<file path="src/rtl/stream_mux_arb.sv">
// ----------------------------------------------------------------------------
// stream_mux_arb
//
// N-channel valid/ready stream multiplexer with a registered output stage.
// A channel is chosen while idle, either by the explicit `sel` input or by a
// round-robin arbiter. Its grant is then held for the whole packet, up to and
// including the beat flagged with `last`.
//
// Optional feature macro: STREAM_MUX_ARB_RR_EN
//   defined   -> round-robin arbiter and its pointer register are built;
//                rr_mode=1 selects round-robin, rr_mode=0 selects `sel`.
//   undefined -> rr_mode is ignored and the explicit `sel` is always used.
//
// Parameters
//   NUM_CH  number of input channels (>= 2)
//   DATA_W  payload width per channel
//   SEL_W   channel-id width, derived from NUM_CH (do not override)
//
// Ports
//   clk        rising-edge clock
//   rst_n      asynchronous active-low reset
//   in_data    channel i payload at [i*DATA_W +: DATA_W]
//   in_valid   per-channel valid
//   in_last    per-channel end-of-packet flag
//   in_ready   per-channel ready, one-hot or zero
//   sel        explicit channel select, sampled only while idle
//   rr_mode    0 = explicit select, 1 = round-robin, sampled only while idle
//   out_data   registered payload
//   out_valid  registered valid
//   out_last   registered end-of-packet flag
//   out_ch     source channel of the beat on out_*
//   out_ready  downstream ready
// ----------------------------------------------------------------------------
module stream_mux_arb #(
  parameter int NUM_CH = 4,
  parameter int DATA_W = 4,
  parameter int SEL_W  = $clog2(NUM_CH)
) (
  input  logic                     clk,
  input  logic                     rst_n,
  input  logic [NUM_CH*DATA_W-1:0] in_data,
  input  logic [NUM_CH-1:0]        in_valid,
  input  logic [NUM_CH-1:0]        in_last,
  output logic [NUM_CH-1:0]        in_ready,
  input  logic [SEL_W-1:0]         sel,
  input  logic                     rr_mode,
  output logic [DATA_W-1:0]        out_data,
  output logic                     out_valid,
  output logic                     out_last,
  output logic [SEL_W-1:0]         out_ch,
  input  logic                     out_ready
);

  typedef enum logic {
    S_IDLE   = 1'b0,
    S_LOCKED = 1'b1
  } state_e;

  // Channel count at select width + 1 so an out-of-range `sel` compares
  // correctly even when NUM_CH is a power of two.
  localparam logic [SEL_W:0] NUM_CH_L = (SEL_W+1)'(NUM_CH);

  state_e              state_q, state_d;
  logic [SEL_W-1:0]    grant_q, grant_d;
  logic [DATA_W-1:0]   out_data_q, out_data_d;
  logic                out_valid_q, out_valid_d;
  logic                out_last_q, out_last_d;
  logic [SEL_W-1:0]    out_ch_q, out_ch_d;

  logic                use_rr;
  logic [SEL_W-1:0]    cand;
  logic                cand_vld;
  logic                cand_valid;
  logic                cand_last;
  logic [DATA_W-1:0]   cand_data;
  logic                slot_free;
  logic                xfer;

`ifdef STREAM_MUX_ARB_RR_EN
  // Last channel granted a packet end; the search starts just after it.
  logic [SEL_W-1:0]    ptr_q, ptr_d;
  logic [SEL_W-1:0]    rr_cand;
  logic                rr_found;

  assign use_rr = rr_mode;

  // Round-robin search: first valid channel at ptr+1, ptr+2, ... modulo NUM_CH.
  always_comb begin : rr_search
    int idx;
    rr_cand  = '0;
    rr_found = 1'b0;
    idx      = 0;
    for (int i = 1; i <= NUM_CH; i++) begin
      idx = int'(ptr_q) + i;
      if (idx >= NUM_CH) idx = idx - NUM_CH;
      if (!rr_found && in_valid[idx]) begin
        rr_found = 1'b1;
        rr_cand  = SEL_W'(idx);
      end
    end
  end
`else
  logic unused_rr_mode;

  assign use_rr         = 1'b0;
  assign unused_rr_mode = rr_mode;
`endif

  // Candidate channel: the locked grant mid-packet, else the idle-time choice.
  always_comb begin
    // NOTE: every combinational output gets a default first so no path can
    // leave it unassigned and infer a latch.
    cand     = '0;
    cand_vld = 1'b0;
    if (state_q == S_LOCKED) begin
      cand     = grant_q;
      cand_vld = 1'b1;
    end else if (use_rr) begin
`ifdef STREAM_MUX_ARB_RR_EN
      cand     = rr_cand;
      cand_vld = rr_found;
`endif
    end else begin
      cand     = sel;
      cand_vld = ({1'b0, sel} < NUM_CH_L);
    end
  end

  // Pick the candidate's beat with a compare per channel rather than a
  // variable index, so an out-of-range id can never read past the vectors.
  always_comb begin
    cand_valid = 1'b0;
    cand_last  = 1'b0;
    cand_data  = '0;
    for (int i = 0; i < NUM_CH; i++) begin
      if (cand_vld && (cand == SEL_W'(i))) begin
        cand_valid = in_valid[i];
        cand_last  = in_last[i];
        cand_data  = in_data[i*DATA_W +: DATA_W];
      end
    end
  end

  assign slot_free = !out_valid_q || out_ready;
  assign xfer      = cand_valid && slot_free;

  // rst_n gates ready directly so it drops the moment reset asserts, even
  // though the idle candidate could otherwise still be offered a slot.
  always_comb begin
    in_ready = '0;
    for (int i = 0; i < NUM_CH; i++) begin
      in_ready[i] = rst_n && cand_vld && slot_free && (cand == SEL_W'(i));
    end
  end

  // Next-state: packet lock FSM, output stage and arbiter pointer.
  always_comb begin
    state_d     = state_q;
    grant_d     = grant_q;
    out_data_d  = out_data_q;
    out_valid_d = out_valid_q;
    out_last_d  = out_last_q;
    out_ch_d    = out_ch_q;
`ifdef STREAM_MUX_ARB_RR_EN
    ptr_d       = ptr_q;
`endif
    if (xfer) begin
      // A drain and a load in the same cycle keep valid high with the new beat.
      out_data_d  = cand_data;
      out_last_d  = cand_last;
      out_ch_d    = cand;
      out_valid_d = 1'b1;
      if (cand_last) begin
        state_d = S_IDLE;
`ifdef STREAM_MUX_ARB_RR_EN
        ptr_d   = cand;
`endif
      end else begin
        state_d = S_LOCKED;
        grant_d = cand;
      end
    end else if (out_ready) begin
      // Payload fields hold; only the valid flag drops.
      out_valid_d = 1'b0;
    end
  end

  always_ff @(posedge clk or negedge rst_n) begin
    if (!rst_n) begin
      state_q     <= S_IDLE;
      grant_q     <= '0;
      out_data_q  <= '0;
      out_valid_q <= 1'b0;
      out_last_q  <= 1'b0;
      out_ch_q    <= '0;
    end else begin
      // NOTE: state registers use non-blocking assignments so every flop
      // samples the pre-edge value regardless of statement order.
      state_q     <= state_d;
      grant_q     <= grant_d;
      out_data_q  <= out_data_d;
      out_valid_q <= out_valid_d;
      out_last_q  <= out_last_d;
      out_ch_q    <= out_ch_d;
    end
  end

`ifdef STREAM_MUX_ARB_RR_EN
  // Reset to the last channel so the first search begins at channel 0.
  always_ff @(posedge clk or negedge rst_n) begin
    if (!rst_n) begin
      ptr_q <= SEL_W'(NUM_CH - 1);
    end else begin
      ptr_q <= ptr_d;
    end
  end
`endif

  assign out_data  = out_data_q;
  assign out_valid = out_valid_q;
  assign out_last  = out_last_q;
  assign out_ch    = out_ch_q;

endmodule

</file>
<file path="config.mk">
export PLATFORM = sky130hd
export DESIGN_NAME = stream_mux_arb
export DESIGN_NICKNAME = d
export VERILOG_FILES = /design/src/rtl/stream_mux_arb.sv
export SDC_FILE = /design/constraint.sdc
export NUM_CORES = 1
export LEC_CHECK = 0
export ABC_AREA = 1
export BUFFER_PORTS_ARGS = -buffer_cell sky130_fd_sc_hd__buf_2
export CAP_MARGIN = 10
export CELL_PAD_IN_SITES_DETAIL_PLACEMENT = 1
export CELL_PAD_IN_SITES_GLOBAL_PLACEMENT = 1
export CORE_MARGIN = 2
export CORE_UTILIZATION = 30
export DETAILED_ROUTE_END_ITERATION = 10
export PLACE_DENSITY = 0.78
export SYNTH_ARGS = -nofsm -noshare
export SYNTH_HDL_FRONTEND = slang
export SYNTH_SLANG_ARGS = --single-unit
</file>
<file path="constraint.sdc">
create_clock -name clk -period 2.97 [get_ports clk]
set_clock_uncertainty 0.15 [all_clocks]
set_input_delay 0.594 -clock clk [delete_from_list [all_inputs] [get_ports clk]]
set_output_delay 0.594 -clock clk [all_outputs]
set_load 0.05 [all_outputs]
</file>
==> results.ini <==
[setup_path]
end_kind=primary output
required_ns=2.23
cp_max_fo=6
path_class=flip-flop to primary output
critPathMaxStageDelay_ns=0.46
r2r_cells=10
arrival_ns=1.60
worstSetupStartpointType=flip-flop
cp_slowest_cell=dfrtp_1
cp_cell_sequence=inv_2, nand2_2, nand2_4, nor2_4, inv_1, nor2_1, buf_2

[synth]
synth_xor_area_frac=0
synth_compound_area_frac=0.0971
synth-adder-area-share=0
synth.avg_cell_area_um2=7.27
synth_top_family_by_area=simple AND/OR/NAND/NOR gates
yosysSeqAreaShare=0.375
yosys.area.top_type=dfrtp_1
synth_simple_gate_area_frac=0.462
ys_warn_count=0
ys_top_cells_by_area=dfrtp_1 37%, nand2_1 17%, nand2_4 7.7%
synth_top_area_share=0.375
synth_nets=131
synthDistinctLibCells=18
syn_area_um2=734
syn_inst=101
ys_ff_latch=11
muxShareOfSynthArea=0

[clocking]
post_cts_buffers=0
cts_tree=built
clock_latency_ns=0.26
cts_resized=0
path_clk_slew_ns=0.07
hold_buffers=0
htree_levels=1
numCtsBuffers=3
cts.sinks=11
cts-root-buf=clkbuf_4
clockBufferDepth=2

[place]
place.gp.congestion=0.749
dp.cells=168
post-dp-hpwl_mm=1.61
portBuffers=40
dpl_worst_slack_ns=0.670

[route]
wirelength_mm=1.93
dr.pass1.iters=4
initialDrtViolationCount=3
antenna_left=0
via_count=797
viasPerCell=4.63
drc=0
wl_per_cell_um=11.2

[die]
die_y_um=53.5
num_rows=17
ioPinCount=42
core_um2=2250
die-area_um2=2860
die_x_um=53.5
initial_core_util=0.326

[timing]
hold_violations=0
finalSetupViolCount=0
max_slew_margin=0.825
worstMarginPinSlew_ns=0.261
finalCriticalPeriod_ns=2.34
fin_crit_sh=0.789
tns_ns=0
timing.hold.ws_ns=0.0387
rsz0062_at_grt=no
finalMaxSlewViolations=0
setup_ws_ns=0.628
fmax_mhz=427

[power_and_ir_drop]
leakagePower_nw=0.550
power-per-cell-area_nw_per_um2=1250
vdd_ir_drop_max_uv=453

[global_route]
grt-ovfl-total=0
grt_use_met3=0.0339
grt_pass1_wl_mm=3.43
track_usage=0.166
grt_max_degree=17
use_met1=0.188
antenna_found_initial=0
first_global_vias=813
grt_busiest_layer=met2
met2_usage=0.300

[finish]
layout_commonest_cell=buf_2
area_growth_pct=34.1
num-fill-cells=318
layout_common_cells=40 x buf_2, 34 x nand2_1, 11 x dfrtp_1, 10 x nand3_1, 9 x inv_1
fin_cells=172
drive_above_1_share=0.417
nNetsFinal=175
diodes=0

[hold_path]
hold_class=input pin to async pin

[job]
maxCapViolCount=0

[run_status]
status=complete, no violations

## layer usage
layer	wire length [um]	vias up
li1	-	410
met3	117	2
met4	14	0
met2	966	29
met1	830	356
met5	0	-
## state kept, by name, indices dropped and copies added (netlist names)
name and flops:
out_last 1, out_valid 1, out_data 4, state_q 1
out_ch 2, grant_q 2
## final cells by class
class	instances	area [um^2]	area share
Inverter	10	37.5	0.0381
Sequential cell	11	275	0.280
Clock buffer	4	26.3	0.0267
Tap cell	28	35.0	0.0356
Multi-Input combinational cell	79	410	0.417
Timing Repair Buffer	40	200	0.203
## path summary, 6_finish.rpt
kind / start / to / slack, ns
max reg2reg: state_q / grant_q[1] / 1.22
max in group asynchronous: rst_n / out_data[0] / 2.42
max: state_q / in_ready[3] / 0.63
min reg2reg: out_ch[1] / out_ch[1] / 0.34
min in group clk: out_ch[1] / out_ch[1] / 0.34
min: rst_n / out_valid / 0.04
## per-stage QoR
| stage | utilization | total power [W] | area (um^2) |
|---|---|---|---|
| final | 0.437 | 0.00123 | 985 |
| after global routing | 0.437 | 0.00135 | 985 |
| after CTS | 0.437 | 0.00125 | 985 |
| after detailed placement | 0.425 | 0.00115 | 958 |
| after global placement | 0.425 | 0.00112 | 958 |
| after floorplan | - | 0.000970 | 734 |
## cell usage after synthesis (all sizes together)
cell type	number
nand2	44
dfrtp	11
inv	10
nand3	10
o21ai	8
nor2	7
a21oi	4
nor3	3
nand4	2
buf	1
nand3b	1
## logic make-up (layout without fill, tap and decap cells)
family | Yosys count | in the layout
compound gates | 12 | 12
buf+inv | 11 | 54
simple gates | 67 | 67
flops | 11 | 11
## worst max-delay path: cells and delay by family (launching register included)
| family | cells | cell delay (ns) |
|---|---|---|
| flops | 1 | 0.46 |
| simple gates | 4 | 0.43 |
| buf+inv | 3 | 0.43 |
## power by group
| part | internal, W | total, W | switching [W] |
|---|---|---|---|
| sequential | 0.000227 | 0.000276 | 0.0000493 |
| combinational | 0.000229 | 0.000855 | 0.000626 |
| clock | 0.0000519 | 0.000101 | 0.0000487 |
(Power assumes the default switching activity.)
